**src/rtl/byte_serializer.sv**
```systemverilog
// byte_serializer: latches a parallel word from byte_memory on a load
// handshake and drains it one bit per accepted beat over a valid/ready
// serial port, then pulses done for one cycle before returning to idle.
module byte_serializer #(
    parameter int BIT_COUNT = 8,
    parameter bit MSB_FIRST = 1'b0
) (
    input  logic                 clk,
    input  logic                 reset,
    input  logic [BIT_COUNT-1:0] memory,
    input  logic                 load_valid,
    output logic                 load_ready,
    output logic                 serial_out,
    output logic                 serial_valid,
    input  logic                 serial_ready,
    output logic                 frame_start,
    output logic                 busy,
    output logic                 done
);

    localparam int CW = $clog2(BIT_COUNT);
    localparam logic [CW-1:0] LAST = CW'(BIT_COUNT - 1);

    typedef enum logic [1:0] {IDLE, SHIFT, DONE} state_t;

    state_t               state, state_nx;
    logic [BIT_COUNT-1:0] sreg;
    logic [BIT_COUNT-1:0] sreg_shifted;
    logic [CW-1:0]        cnt;
    logic                 head;
    logic                 load_fire;
    logic                 accept;
    logic                 last;

    // Head bit sits at the end the word is drained from; the register moves
    // toward it and back-fills with zeros that are never presented.
    assign head         = MSB_FIRST ? sreg[BIT_COUNT-1] : sreg[0];
    assign sreg_shifted = MSB_FIRST ? {sreg[BIT_COUNT-2:0], 1'b0}
                                    : {1'b0, sreg[BIT_COUNT-1:1]};
    assign load_fire    = (state == IDLE) && load_valid;
    assign accept       = (state == SHIFT) && serial_ready;
    assign last         = (cnt == LAST);

    // State register; reset discards any word in flight.
    always_ff @(posedge clk) begin
        if (reset) state <= IDLE;
        else       state <= state_nx;
    end

    // Next-state and handshake outputs, decoded from the current state.
    always_comb begin
        state_nx     = state;
        load_ready   = 1'b0;
        serial_valid = 1'b0;
        serial_out   = 1'b0;
        frame_start  = 1'b0;
        busy         = 1'b0;
        done         = 1'b0;
        case (state)
            IDLE: begin
                load_ready = 1'b1;
                if (load_valid) state_nx = SHIFT;
            end
            SHIFT: begin
                busy         = 1'b1;
                serial_valid = 1'b1;
                serial_out   = head;
                frame_start  = (cnt == '0);
                if (serial_ready && last) state_nx = DONE;
            end
            DONE: begin
                busy     = 1'b1;
                done     = 1'b1;
                state_nx = IDLE;
            end
            default: state_nx = IDLE;
        endcase
    end

    // Shift register and bit counter; a stalled beat holds both so the
    // presented bit is neither lost nor repeated.
    always_ff @(posedge clk) begin
        if (reset) begin
            sreg <= '0;
            cnt  <= '0;
        end else if (load_fire) begin
            sreg <= memory;
            cnt  <= '0;
        end else if (accept) begin
            sreg <= sreg_shifted;
            cnt  <= last ? '0 : cnt + CW'(1);
        end
    end

endmodule

```
**config.mk**
```make
export PLATFORM = sky130hd
export DESIGN_NAME = byte_serializer
export DESIGN_NICKNAME = d
export VERILOG_FILES = /design/src/rtl/byte_serializer.sv
export SDC_FILE = /design/constraint.sdc
export NUM_CORES = 1
export LEC_CHECK = 0
export ABC_AREA = 1
export CORE_AREA = 5 5 48 50
export CTS_BUF_LIST = sky130_fd_sc_hd__clkbuf_16
export DETAILED_ROUTE_END_ITERATION = 8
export DIE_AREA = 0 0 53 55
export GPL_TIMING_DRIVEN = 0
export PLACE_DENSITY = 0.67
export SETUP_SLACK_MARGIN = 0.5
export SYNTH_ARGS = -nofsm -noshare
export SYNTH_HDL_FRONTEND = slang
export SYNTH_SLANG_ARGS = --single-unit
```
**constraint.sdc**
```tcl
create_clock -name clk -period 1.15 [get_ports clk]
set_input_delay 0.23 -clock clk [delete_from_list [all_inputs] [get_ports clk]]
set_output_delay 0.23 -clock clk [all_outputs]
set_load 0.02 [all_outputs]
```
==> metrics.cfg, run 1 <==
[sta]
finalHoldViolCount=0
max_slew_margin=0.518
fin_crit_ps=1370
clock_skew_ps=2.98
rsz0062_at_grt=yes
slew_viol_final=0
fmax_mhz=730
final-setup-viol-count=19
tightest_slew_ps=723
period_share=1.19
fin_ws_ps=-220
hold_slack_ps=471

[detailed_routing]
wl_um=2060
dr_total_vias=800
drc=0
viasPerCell=4.85
drt.antenna.violating_nets=0
drt-wirelength-per-cell_um=12.5
drt-initial-drc-count=8
drtPass1Iterations=4

[clock_tree]
clock_sinks=13
clk_path_buf_depth=2
cts.clk_slew.worst_paths_ps=50
cts_root_buffer=clkbuf_16
cts_hold_buf=0
cts_tree=built
cts_buffers=3
htreeDepth=1
insertion_delay_ps=240

[worst_setup_path]
slowest_stage=dfxtp_4
crit_type=register to register
end_kind=register
max_stage_delay_ps=350
crit_family=buffers and inverters
path_common_cell=buf_8
reg2regPathDepth=9
crit_buf_inv=5
worstPathCellList=inv_4, ha_4, buf_8, buf_8, nand2_8, buf_12, buf_8, nand3_2, a21oi_2
start_kind=register
crit_path_max_fanout=5
cp.depth=9
required_ps=1250
crit_arrival_ps=1470

[global_route]
grt_pass1_wl_um=3330
grt_pass1_vias=788
antenna_found_initial=0
grt_overflow=0
grt_max_degree=11
grt.total_usage=0.159

[yosys]
yosys.cell_types.count=15
netlist_instances=107
synth-seq-cells=13
avgSynthCellArea_um2=6.82
ys_seq_area_frac=0.357
syn_area_um2=729
synth_fp_nets=125
yosysWarnings=0

[job]
maxCapViolCount=0

[placed_design]
dp_hpwl_um=1250
place_congestion=0.720
port_buffers=17

[die]
start_util=0.392
design.die.area_mm2=0.00292
ios=18
die_y_um=55
dieWidth_um=53
placementRows=16
core-area_mm2=0.00186

[finish]
fillers=143
fin_util=0.736
final_common_cell=nand2_1
final_cell_mix=25 x nand2_1, 11 x a21oi_2, 11 x dfxtp_1, 10 x nand3_1, 10 x clkdlybuf4s50_1
area_growth_pct=87.8
diodes=0
drive_above_1_share=0.464
final_nets=157

[pwr]
ir_drop_v=0.00115
p_per_area_mw_per_mm2=1290
p_total_mw=1.77
power.leakage_nw=0.576

[hold_path]
min_path_type=register to register
min_path_cells=2

[run_status]
violations=setup timing
status=finished, violations left

==> cells by family (layout without fill, tap and decap cells) <==
| logic type | after synthesis | in the layout | share of synthesized area |
|---|---|---|---|
| DFF | 13 | 13 | 0.357 |
| adders and majority gates | 6 | 6 | 0.103 |
| buffers and inverters | 17 | 48 | 0.105 |
| AOI/OAI and AO/OA | 13 | 13 | 0.0892 |
| and+or+nand+nor | 58 | 58 | 0.346 |
==> routing by layer <==
metal / up-vias / track usage / share of wire
met4: 0 / 0.0638 / 0.015
met3: 5 / 0.0402 / 0.027
met5: - / 0 / 0
met2: 9 / 0.298 / 0.55
met1: 382 / 0.171 / 0.41
li1: 404 / - / -
==> tightest hold or removal path, cell delays in order, from the launching register on <==
cell     delay, ps
dfxtp_1        310
nand3_2         70
a21oi_2         40
==> sequential cells by signal (all words and copies together) (netlist names) <==
register,count
state,2
sreg,8
cnt,3
==> path summary, 6_finish.rpt <==
kind                          endpoint                  start  slack (ps)
setup / recovery  sreg[4]$_SDFFE_PP0P_  state[1]$_SDFFE_PP0P_        -220
hold / removal    sreg[7]$_SDFFE_PP0P_   sreg[7]$_SDFFE_PP0P_         470
setup reg to reg  sreg[4]$_SDFFE_PP0P_  state[1]$_SDFFE_PP0P_        -220
hold reg to reg   sreg[7]$_SDFFE_PP0P_   sreg[7]$_SDFFE_PP0P_         470
==> layout make-up <==
type | count | area (um^2) | area share
Clock inverter | 1 | 3.75 | 0.00274
Clock buffer | 3 | 75.1 | 0.0548
Multi-Input combinational cell | 77 | 583 | 0.426
Timing Repair Buffer | 27 | 305 | 0.223
Inverter | 13 | 56.3 | 0.0411
Sequential cell | 13 | 268 | 0.195
Tap cell | 27 | 33.8 | 0.0247
Buffer | 4 | 45.0 | 0.0329
==> where the power goes <==
group	switching (mW)	total (mW)	internal [mW]
logic	0.295	0.587	0.292
registers	0.0334	0.523	0.490
clock network	0.199	0.659	0.459
total	0.528	1.77	1.24
==> stage by stage <==
step | instance area [um^2] | cells | TNS [ps] | setup WS, ps
2_1_floorplan | 815 | 107 | -4.22 | -2.41
6_report | 1370 | 165 | -3510 | -220
3_5_place_dp | 1020 | 151 | -5500 | -531
5_1_grt | 1370 | 165 | -4320 | -271
3_3_place_gp | 1020 | 151 | -5120 | -512
4_1_cts | 1270 | 162 | -3170 | -216
==> cell usage after synthesis <==
| cell | number | share of area |
|---|---|---|
| nand2_4 | 1 | 0.015 |
| nand2_1 | 36 | 0.19 |
| ha_1 | 6 | 0.10 |
| a21oi_1 | 13 | 0.089 |
| clkbuf_1 | 1 | 0.0051 |
| nand2_2 | 1 | 0.0086 |
| dfxtp_1 | 13 | 0.36 |
| or2_1 | 1 | 0.0086 |
| buf_2 | 1 | 0.0069 |
| inv_1 | 12 | 0.062 |
| buf_4 | 1 | 0.010 |
| buf_6 | 1 | 0.015 |
| nor2_1 | 1 | 0.0051 |
| nand3_1 | 18 | 0.12 |
| inv_2 | 1 | 0.0051 |
==> what timing repair did <==
action                                  4_1_cts  5_1_grt
pin swaps                                     6        3
endpoints found under the setup margin       19       19
gates cloned                                  1        0
resized for setup                            55       18
buffers inserted                              6        3
(Power assumes the default switching activity.)
==> inputs of run 2 (changes only) <==
Settings changed: CAP_MARGIN set to 20.
==> results of run 2 <==
Same layout as run 1: the final DEF is identical, and so are final timing and power.
==> edit, RTL diff (settings of run 1) <==
Set the parameter `BIT_COUNT` to 4 (it was 8).
--- a/src/rtl/byte_serializer.sv
+++ b/src/rtl/byte_serializer.sv
@@ -3,5 +3,5 @@
 // serial port, then pulses done for one cycle before returning to idle.
 module byte_serializer #(
-    parameter int BIT_COUNT = 8,
+    parameter int BIT_COUNT = 4,
     parameter bit MSB_FIRST = 1'b0
 ) (
Interface: changed (resized memory); port bits go from 18 to 14. The function was not compared with the original's and may differ.
==> edit against run 1 <==
- the run still ends with negative setup slack left
- clock skew is 0.00053 ns lower
- sequential cell count down 5
- synthesized cell count fell by 32%
- area after synthesis fell by 32%
- final area down 36%
- worst setup slack better by 0.13 ns
- power grew 32%
- highest routed layer unchanged
- count of clock-buffer cells in the layout unchanged
- worst hold slack got worse by 0.0013 ns
- routed wire length shrank 43%
==> edit: results (changes against run 1) <==
Place
  – GP Congestion: 0.719 (about the same)
  – IO buf count: 13 (-4)
  – # placed instances: 113 (-25%)
  – Hpwl dp: 798 um (-36%)

Detailed routing
  – Met1 WL: 546 um (-35%)
  – Total wire length: 1180 um (-43%)
  – Pre-antenna DRT Iters: 2 (-2)
  – Uppermost layer routed: met4
  – Drt wl/cell: 9.62 um (-23%)
  – Initial drt markers: 11 (+3)
  – Routed wl met2: 558 um (-51%)
  – Metal3 WL: 57 um (+1.8%)
  – Via Count: 511 (-36%)

Clock network
  – Worst-skew pair later-pin latency: 0.23 ns
  – CTS buffer count: 3 (unchanged)
  – H-Tree Depth: 1 (unchanged)
  – Worst-path clk slew: 0.04 ns
  – CTS Buffer Depth: 2 (unchanged)
  – Root buf cell: clkbuf_16

Cells and area
  – ANT cells: 0 (unchanged)
  – Layout cells sized above 1: 0.396 (-0.0679)
  – Top Registers: sreg: 4 flops, cnt: 2 flops, state: 2 flops
  – # fillers: 191 (+34%)

Yosys
  – Mapped Cells: 73 (-32%)
  – Yosys cell types: 12 (-3)
  – Syn nets: 88 (-30%)
  – Register area share after synthesis: 0.322 (-0.0352)
  – Yosys warning count: 0 (unchanged)
  – Ys async rst share: 0 (unchanged)
  – Synth cell count leaders: 22 x nand2_1, 12 x inv_1, 8 x dfxtp_1
  – Top_reg_cell synth: dfxtp_1
  – Synth area leaders: dfxtp_1 32%, ha_1 18%, nand2_1 17%

Global routing
  – Pin count of the biggest net entering global routing: 9 (-2)
  – Met2 Use GR: 0.153 (-0.145)
  – Vias in the first global route: 495 (-37%)
  – Initial antenna violation count: 0 (unchanged)
  – GRT met3 Usage: 0.0322 (-0.00804)
  – GR met1 Demand/Resource: 0.105 (-0.0661)
  – GRT Util Overall: 0.0960 (-0.0630)
  – First-pass GRT wire length: 1930 um (-42%)

Critical path
  – Worst Setup SP: state[0]$_SDFFE_PP0P_
  – Worst R2R Start: state[1]$_SDFFE_PP0P_
  – Peak fanout along the critical path: 3 (-2)
  – Crit path DAT: 1.02 ns (-0.45 ns)

Timing
  – Worst Tran Pin Value: 0.295 ns (-0.428 ns)
  – Final Skew: 0.00245 ns (-0.000529 ns)
  – Final setup fails: 8 (-11)
  – Post-route setup slack: -0.0951 ns (+0.125 ns)
  – TNS Setup: -0.410 ns (+3.11 ns)

Run status
  – Status: finished with violations
  – Failing checks: negative setup slack

Power and ir drop
  – LEAKAGE: 0.419 nW (-27%)
  – Switching power: 0.000880 W (+67%)
  – Peak VDD IR: 0.00154 V (+34%)
  – Total sequential power: 0.000451 W (-14%)
  – Clock network power share: 0.253 (-0.119)

Min path
  – Hold_sp: sreg[3]$_SDFFE_PP0P_
  – Hold crit path type: flop to flop
[edit: cell count changes in the layout (fill, tap and decap cells not counted), moves of 6 or more]
| cell | delta |
|---|---|
| nand2_1 | -7 |
| nand3_1 | -7 |
| dfxtp_1 | -7 |
| nor2_1 | +6 |
| nand3_2 | -7 |
| a21oi_2 | -11 |
[edit: final cells by class]
cell class,count,area [um^2],area share
timing repair buffer,19,179,0.203
inverter,13,58.8,0.0666
tap,27,33.8,0.0382
clock buffer,3,75.1,0.0850
sequential,8,168,0.190
clock inverter,1,3.75,0.00425
multi-input combinational,52,365,0.414
[edit: what timing repair did]
action | in CTS | in global routing
buffers inserted | 6 | 0
endpoints found under the setup margin | 14 | 14
pin swaps | 3 | 0
resized for setup | 36 | 7
[edit: final timing paths]
check                    endpoint  slack [ns]  depth (start not counted)
max                          busy        -0.1                          3
min          sreg[3]$_SDFFE_PP0P_        0.47                          2
max reg2reg  sreg[1]$_SDFFE_PP0P_       -0.02                          9
min reg2reg  sreg[3]$_SDFFE_PP0P_        0.47                          2
[edit: kinds of logic after synthesis]
| family | count (synthesis) | share of synthesized area |
|---|---|---|
| fa+ha+maj | 7 | 0.176 |
| compound gates | 6 | 0.0603 |
| simple gates | 39 | 0.344 |
| flops | 8 | 0.322 |
| buf+inv | 13 | 0.0980 |
[edit: worst max-delay path: stages (launching register included)]
cell and delay (ns):
dfxtp_4 0.38, inv_6 0.05, ha_4 0.25, buf_6 0.10
[edit: through the flow]
stage	cell area (um^2)	power, W	worst slack (ns)
finish	883	0.00233	-0.0951
global placement	722	0.00151	-0.385
floorplan	558	0.00125	0.103
global route	883	0.00249	-0.125
detailed placement	722	0.00152	-0.386
CTS	850	0.00227	-0.0904
